$ cat src/rtl/mem_stage_pkg.sv
// Shared definitions for the memory-access stage: access size codes, FSM states
// and byte-enable base patterns.
package mem_stage_pkg;

  localparam logic [2:0] F3_B  = 3'b000;
  localparam logic [2:0] F3_H  = 3'b001;
  localparam logic [2:0] F3_W  = 3'b010;
  localparam logic [2:0] F3_BU = 3'b100;
  localparam logic [2:0] F3_HU = 3'b101;

  localparam logic [3:0] BE_BYTE = 4'b0001;
  localparam logic [3:0] BE_HALF = 4'b0011;
  localparam logic [3:0] BE_WORD = 4'b1111;

  typedef enum logic [1:0] {
    IDLE     = 2'd0,
    REQ      = 2'd1,
    WAIT_RSP = 2'd2
  } mem_state_e;

endpackage

$ cat src/rtl/mem_align.sv
// Combinational data-path helper: store byte enables and lane replication,
// load lane extraction with sign/zero extension, and misalignment detection.
module mem_align
  import mem_stage_pkg::*;
(
  input  logic [1:0]  addr_lo,
  input  logic [2:0]  funct3,
  input  logic [31:0] st_data,
  input  logic [31:0] ld_word,
  output logic [3:0]  be,
  output logic [31:0] st_wdata,
  output logic [31:0] ld_data,
  output logic        misalign
);

  logic [7:0]  lane_b;
  logic [15:0] lane_h;

  // Halfword lanes are picked by addr[1] only; addr[0] set is a misaligned access.
  assign lane_b = 8'(ld_word >> {addr_lo, 3'b000});
  assign lane_h = 16'(ld_word >> {addr_lo[1], 4'b0000});

  always_comb begin
    be       = BE_WORD;
    st_wdata = st_data;
    ld_data  = ld_word;
    misalign = 1'b0;
    case (funct3)
      F3_B, F3_BU: begin
        be       = BE_BYTE << addr_lo;
        st_wdata = {4{st_data[7:0]}};
        ld_data  = (funct3 == F3_B) ? {{24{lane_b[7]}}, lane_b} : {24'b0, lane_b};
      end
      F3_H, F3_HU: begin
        be       = BE_HALF << {addr_lo[1], 1'b0};
        st_wdata = {2{st_data[15:0]}};
        ld_data  = (funct3 == F3_H) ? {{16{lane_h[15]}}, lane_h} : {16'b0, lane_h};
        misalign = addr_lo[0];
      end
      F3_W: begin
        misalign = |addr_lo;
      end
      default: ;
    endcase
  end

endmodule

$ cat src/rtl/mem_stage.sv
// Memory-access pipeline stage: data-memory handshake FSM with response timeout,
// upstream stall generation and the MEM/WB register with retire/trace fields.
module mem_stage
  import mem_stage_pkg::*;
#(
  parameter int TIMEOUT = 256
) (
  input  logic        i_clk,
  input  logic        i_rst,
  input  logic        i_vld,
  input  logic [31:0] i_res,
  input  logic [2:0]  i_funct3,
  input  logic        i_mem_ren,
  input  logic        i_mem_wen,
  input  logic        i_mem_reg,
  input  logic [4:0]  i_rs1_raddr,
  input  logic [4:0]  i_rs2_raddr,
  input  logic [31:0] i_rs1_rdata,
  input  logic [31:0] i_rs2_rdata,
  input  logic [4:0]  i_rd_waddr,
  input  logic        i_rd_wen,
  input  logic [31:0] i_inst,
  input  logic [31:0] i_pc,
  input  logic [31:0] i_nxt_pc,
  output logic        o_dmem_req,
  output logic [31:0] o_dmem_addr,
  output logic        o_dmem_we,
  output logic [3:0]  o_dmem_be,
  output logic [31:0] o_dmem_wdata,
  input  logic        i_dmem_ready,
  input  logic        i_dmem_rvalid,
  input  logic [31:0] i_dmem_rdata,
  output logic        o_stall,
  output logic        o_vld,
  output logic        o_trap,
  output logic [31:0] o_res,
  output logic        o_mem_reg,
  output logic [31:0] o_dmem_rdata,
  output logic [31:0] o_dmem_rdata_raw,
  output logic [4:0]  o_rd_waddr,
  output logic        o_rd_wen,
  output logic [31:0] o_inst,
  output logic [4:0]  o_rs1_raddr,
  output logic [4:0]  o_rs2_raddr,
  output logic [31:0] o_rs1_rdata,
  output logic [31:0] o_rs2_rdata,
  output logic [31:0] o_trc_dmem_addr,
  output logic [3:0]  o_trc_dmem_mask,
  output logic        o_trc_dmem_ren,
  output logic        o_trc_dmem_wen,
  output logic [31:0] o_trc_dmem_wdata,
  output logic [31:0] o_pc,
  output logic [31:0] o_nxt_pc
);

  localparam int CNT_W = (TIMEOUT > 2) ? $clog2(TIMEOUT) : 1;

  mem_state_e       state, state_nxt;
  logic [CNT_W-1:0] cnt;
  logic [3:0]       be;
  logic [31:0]      st_wdata;
  logic [31:0]      ld_data;
  logic             misalign;
  logic             mem_op;
  logic             req;
  logic             done;
  logic             rsp_ok;
  logic             timeout_hit;
  logic             stall;
  logic             trap;

  mem_align u_align (
    .addr_lo  (i_res[1:0]),
    .funct3   (i_funct3),
    .st_data  (i_rs2_rdata),
    .ld_word  (i_dmem_rdata),
    .be       (be),
    .st_wdata (st_wdata),
    .ld_data  (ld_data),
    .misalign (misalign)
  );

  assign mem_op = i_vld & (i_mem_ren | i_mem_wen) & ~misalign;

  always_ff @(posedge i_clk or posedge i_rst) begin
    if (i_rst) state <= IDLE;
    else       state <= state_nxt;
  end

  // Stores finish on acceptance; loads wait for rvalid or give up at the timeout.
  always_comb begin
    state_nxt   = state;
    req         = 1'b0;
    done        = 1'b0;
    rsp_ok      = 1'b0;
    timeout_hit = 1'b0;
    case (state)
      IDLE, REQ: begin
        state_nxt = IDLE;
        if (mem_op) begin
          req = 1'b1;
          if (!i_dmem_ready)   state_nxt = REQ;
          else if (i_mem_wen)  done      = 1'b1;
          else                 state_nxt = WAIT_RSP;
        end
      end
      WAIT_RSP: begin
        if (i_dmem_rvalid) begin
          done      = 1'b1;
          rsp_ok    = 1'b1;
          state_nxt = IDLE;
        end else if (cnt == CNT_W'(TIMEOUT - 1)) begin
          done        = 1'b1;
          timeout_hit = 1'b1;
          state_nxt   = IDLE;
        end
      end
      default: state_nxt = IDLE;
    endcase
  end

  always_ff @(posedge i_clk or posedge i_rst) begin
    if (i_rst)                                          cnt <= '0;
    else if (state != WAIT_RSP && state_nxt == WAIT_RSP) cnt <= '0;
    else if (state == WAIT_RSP)                         cnt <= cnt + CNT_W'(1);
  end

  assign stall        = mem_op & ~done;
  assign o_stall      = stall & ~i_rst;
  assign o_dmem_req   = req & ~i_rst;
  assign o_dmem_addr  = {i_res[31:2], 2'b00};
  assign o_dmem_we    = i_mem_wen;
  assign o_dmem_be    = be;
  assign o_dmem_wdata = st_wdata;

  assign trap = (i_vld & (i_mem_ren | i_mem_wen) & misalign) | timeout_hit;

  // A stalled cycle retires a bubble while the payload fields keep their last value.
  always_ff @(posedge i_clk or posedge i_rst) begin
    if (i_rst) begin
      o_vld            <= 1'b0;
      o_trap           <= 1'b0;
      o_res            <= '0;
      o_mem_reg        <= 1'b0;
      o_dmem_rdata     <= '0;
      o_dmem_rdata_raw <= '0;
      o_rd_waddr       <= '0;
      o_rd_wen         <= 1'b0;
      o_inst           <= '0;
      o_rs1_raddr      <= '0;
      o_rs2_raddr      <= '0;
      o_rs1_rdata      <= '0;
      o_rs2_rdata      <= '0;
      o_trc_dmem_addr  <= '0;
      o_trc_dmem_mask  <= '0;
      o_trc_dmem_ren   <= 1'b0;
      o_trc_dmem_wen   <= 1'b0;
      o_trc_dmem_wdata <= '0;
      o_pc             <= '0;
      o_nxt_pc         <= '0;
    end else begin
      o_vld <= i_vld & ~stall;
      if (!stall) begin
        o_trap           <= trap;
        o_res            <= i_res;
        o_mem_reg        <= i_mem_reg;
        o_dmem_rdata     <= rsp_ok ? ld_data : '0;
        o_dmem_rdata_raw <= rsp_ok ? i_dmem_rdata : '0;
        o_rd_waddr       <= i_rd_waddr;
        o_rd_wen         <= i_rd_wen & ~trap;
        o_inst           <= i_inst;
        o_rs1_raddr      <= i_rs1_raddr;
        o_rs2_raddr      <= i_rs2_raddr;
        o_rs1_rdata      <= i_rs1_rdata;
        o_rs2_rdata      <= i_rs2_rdata;
        o_trc_dmem_addr  <= i_res;
        o_trc_dmem_mask  <= be;
        o_trc_dmem_ren   <= i_mem_ren;
        o_trc_dmem_wen   <= i_mem_wen;
        o_trc_dmem_wdata <= st_wdata;
        o_pc             <= i_pc;
        o_nxt_pc         <= i_nxt_pc;
      end
    end
  end

endmodule

$ cat config.mk
export PLATFORM = sky130hd
export DESIGN_NAME = mem_stage
export DESIGN_NICKNAME = d
export VERILOG_FILES = /design/src/rtl/mem_stage_pkg.sv /design/src/rtl/mem_align.sv /design/src/rtl/mem_stage.sv
export SDC_FILE = /design/constraint.sdc
export NUM_CORES = 1
export LEC_CHECK = 0
export CAP_MARGIN = 25
export CORE_AREA = 2 2 256 258
export DETAILED_ROUTE_END_ITERATION = 7
export DIE_AREA = 0 0 258 260
export GPL_TIMING_DRIVEN = 0
export PLACE_DENSITY_LB_ADDON = 0.3
export SLEW_MARGIN = 25
export SYNTH_ARGS = -nofsm -noshare
export SYNTH_HDL_FRONTEND = slang
export SYNTH_HIERARCHICAL = 1
export SYNTH_SLANG_ARGS = --single-unit
$ cat constraint.sdc
create_clock -name i_clk -period 10.63 [get_ports i_clk]
set_input_delay 1.063 -clock i_clk [delete_from_list [all_inputs] [get_ports i_clk]]
set_output_delay 1.063 -clock i_clk [all_outputs]
set_load 0.1 [all_outputs]
==> out/summary.txt <==
Outcome - finished clean
CTS tree - built
Crit path max-delay cell type - clkdlybuf4s50_1
Clock group share of total power - 30.4%
N_diodes - 0
Register area share after synthesis - 58.3%
Crit path largest cell delay - 1.12 ns
Maximum buffer depth of the clock tree - 3
Final Util - 35.9%
Distinct cells, synth - 54
CTS root buffer - clkbuf_16
Total number of vias - 10,781
Ports - 667
Hold Buf Count CTS - 0
Crit end category - primary output
Slew margin rel. - 27.7%
DR DRC count - 0
Die area - 67,100 µm²
Worst Path Required - 9.57 ns
Setup bufs post-CTS - 0
Critical path arrival - 4.97 ns
Flops & latches, synth - 323
Worst-path clk slew - 0.06 ns
Dpl cells - 2,505
Non-filler cells, final - 2,578
Cell-internal power - 2630 µW
Min Tclk post-route - 6.04 ns
Fin. max-slew vios - 0
Largest net degree at the start of global routing - 91
Worst-path maximum fanout - 10
Vias in the first global route - 11,672
Worst hold-check path type - reg2reg
Yosys warnings - 6
Main synth FF type - dfrtp_1
Design area - 23,000 µm²
Initial Util - 21.6%
Worst skew pair latency - 0.56 ns
Port buffer count - 663
Clock Skew - 0.0144 ns
Crit share post-route - 56.8%
Synth Cell Area - 13,900 µm²
Static leakage - 0.00960 µW
Avg Cell Area, Syn - 14.1 µm²
Cells after synthesis - 982
Final hold viol count - 0
TritonRoute pass-1 iters - 5
Worst Tran Pin Value - 1.08 ns
Final Wtd Congestion - 0.852
VDD IR-drop max - 0.000132 V
Site Rows - 93
Endpoints failing setup - 0
Resized Gates After CTS - 0
Crit-path cells - clkdlybuf4s50_1, buf_6, buf_2, a21oi_1, o32ai_2, nor2b_1, o21ai_1, a21oi_4, buf_2, buf_4, and2_1, clkdlybuf4s50_1
Final ANT Viol Nets - 0
PwrDens - 197 nW/µm²
Dpl cell area - 21,700 µm²
Core area - 64,100 µm²
Switching Fraction - 42.1%
GRT overflow - 0
Combinational share of power - 38.4%
CTS sink count - 323
First-pass GRT wire length - 76,300 µm
EDFF count, synth - 0
R2R cell count - 7
Depth of the CTS H-tree - 2
Final WL - 52,400 µm
Antenna violations before repair - 2
Total track usage - 15.1%
DIE WIDTH - 258 µm
Hold depth - 1
Dpl hpwl - 41,500 µm
WS Path Type - in2out
Crit path launch type - primary input
Asr flop ratio synth - 100%
Number of fill cells in the layout - 6,265
Part of the power in registers - 31.2%
CTS Buf Count - 41
Mean routed wirelength per cell - 20.3 µm
Share of layout cells above drive strength 1 - 16.0%
First DRT Iteration DRCs - 457
Die Ht - 260 µm
Fmax - 166 MHz
Setup repair after global routing missed its margin - false
Drt via density - 4.18
TNS Setup - 0 ns
Layout area overhead - 66.2%
Final Net Count - 1,945
Switch Pwr - 1920 µW
Max cap viols - 0
cells in the final DEF (no fill, tap or decap), types with 7 or more instances in the layout:
cell type        instances
o211ai_1                 9
a22o_1                  64
nor2_1                  14
mux2i_1                 16
clkbuf_8                13
o21ai_0                 27
buf_6                   25
clkbuf_16               41
buf_4                   80
dfrtp_1                323
a221o_1                  7
o21ai_2                 10
nand2_1                 61
clkbuf_1                18
inv_1                    7
clkdlybuf4s50_1        659
mux2_1                 194
mux2_2                  64
buf_2                   16
layout make-up:
cell class	instances	area, µm²	share of cell area (%)
plain buffers	131	1010	4.39
clock buffers	62	1230	5.36
flip-flops and latches	323	8080	35.1
multi-input cells	520	4740	20.6
well taps	855	1070	4.65
clock inverters	11	120	0.522
inverters	9	41.3	0.179
repair buffers	667	6730	29.2
final timing paths:
| check | start | end | slack [ns] |
|---|---|---|---|
| worst min-delay path | o_nxt_pc[27] | o_nxt_pc[27] | 0.49 |
| worst max register to register | cnt[0] | o_trc_dmem_addr[0] | 8.31 |
| worst max-delay path | i_funct3[0] | o_stall | 4.59 |
| max in group asynchronous | i_rst | o_dmem_rdata[27] | 8.57 |
| min in group asynchronous | i_rst | o_pc[27] | 0.93 |
| worst min register to register | o_nxt_pc[27] | o_nxt_pc[27] | 0.49 |
Yosys cell counts, drive strengths merged, types with 2 or more instances:
cell    count  area [µm²]
mux2i      16         160
buf       121         973
mux2      259        2920
nor2       14        52.6
a22o       64         561
a221o       7        70.1
nand2      61         229
o22ai       3        60.1
or2         3        18.8
a222oi      2        20.0
nand4       3        18.8
a22oi       2        28.8
xor2        2        17.5
nor3        3        20.0
clkbuf     10        37.5
o21ai      38         228
nand3       2        10.0
o211ai      9        67.6
nand2b      2        12.5
and2        2        12.5
and2b       2        17.5
inv         8        30.0
o41ai       2        17.5
nor2b       6        37.5
a21oi       2        21.3
xnor2       2        17.5
dfrtp     323        8080
kinds of logic (layout without fill, tap and decap cells):
| family | Yosys count | in the layout | synth area share (%) |
|---|---|---|---|
| muxes | 275 | 275 | 22.2 |
| other | 1 | 2 | 0.0271 |
| xor gates and xnor gates | 4 | 4 | 0.253 |
| and+or+nand+nor | 104 | 104 | 3.46 |
| buffers and inverters | 140 | 880 | 7.54 |
| AOI/OAI and AO/OA | 134 | 134 | 8.05 |
| DFF | 323 | 323 | 58.3 |
| adders and majority gates | 1 | 1 | 0.0903 |
through the flow:
| step | total power [µW] | setup WS [ns] | hold WS, ns |
|---|---|---|---|
| 2_1_floorplan | 2690 | 0.543 | 0.474 |
| 3_3_place_gp | 3180 | -3.93 | 0.472 |
| 3_5_place_dp | 3200 | 4.46 | 0.480 |
| 4_1_cts | 4610 | 4.46 | 0.492 |
| 5_1_grt | 4710 | 4.32 | 0.503 |
| 6_report | 4550 | 4.59 | 0.487 |
critical path, delay by kind of cell:
| family | cells | cell delay [ns] |
|---|---|---|
| buffers and inverters | 6 | 2.58 |
| and+or+nand+nor | 2 | 0.36 |
| AOI/OAI and AO/OA | 4 | 0.94 |
layer usage:
metal	global-route usage [%]	wire length, µm
met5	0	0
met2	26.5	26200
met4	4.34	1230
met1	17.5	20500
met3	5.05	4490
power groups by stage:
stage	combinational (µW)	sequential (µW)	clock (µW)
2_1_floorplan	479	2210	0
3_3_place_gp	1750	1440	0
3_5_place_dp	1760	1440	0
4_1_cts	1760	1420	1430
5_1_grt	1800	1430	1480
6_report	1750	1420	1380
(Power assumes the default switching activity.)
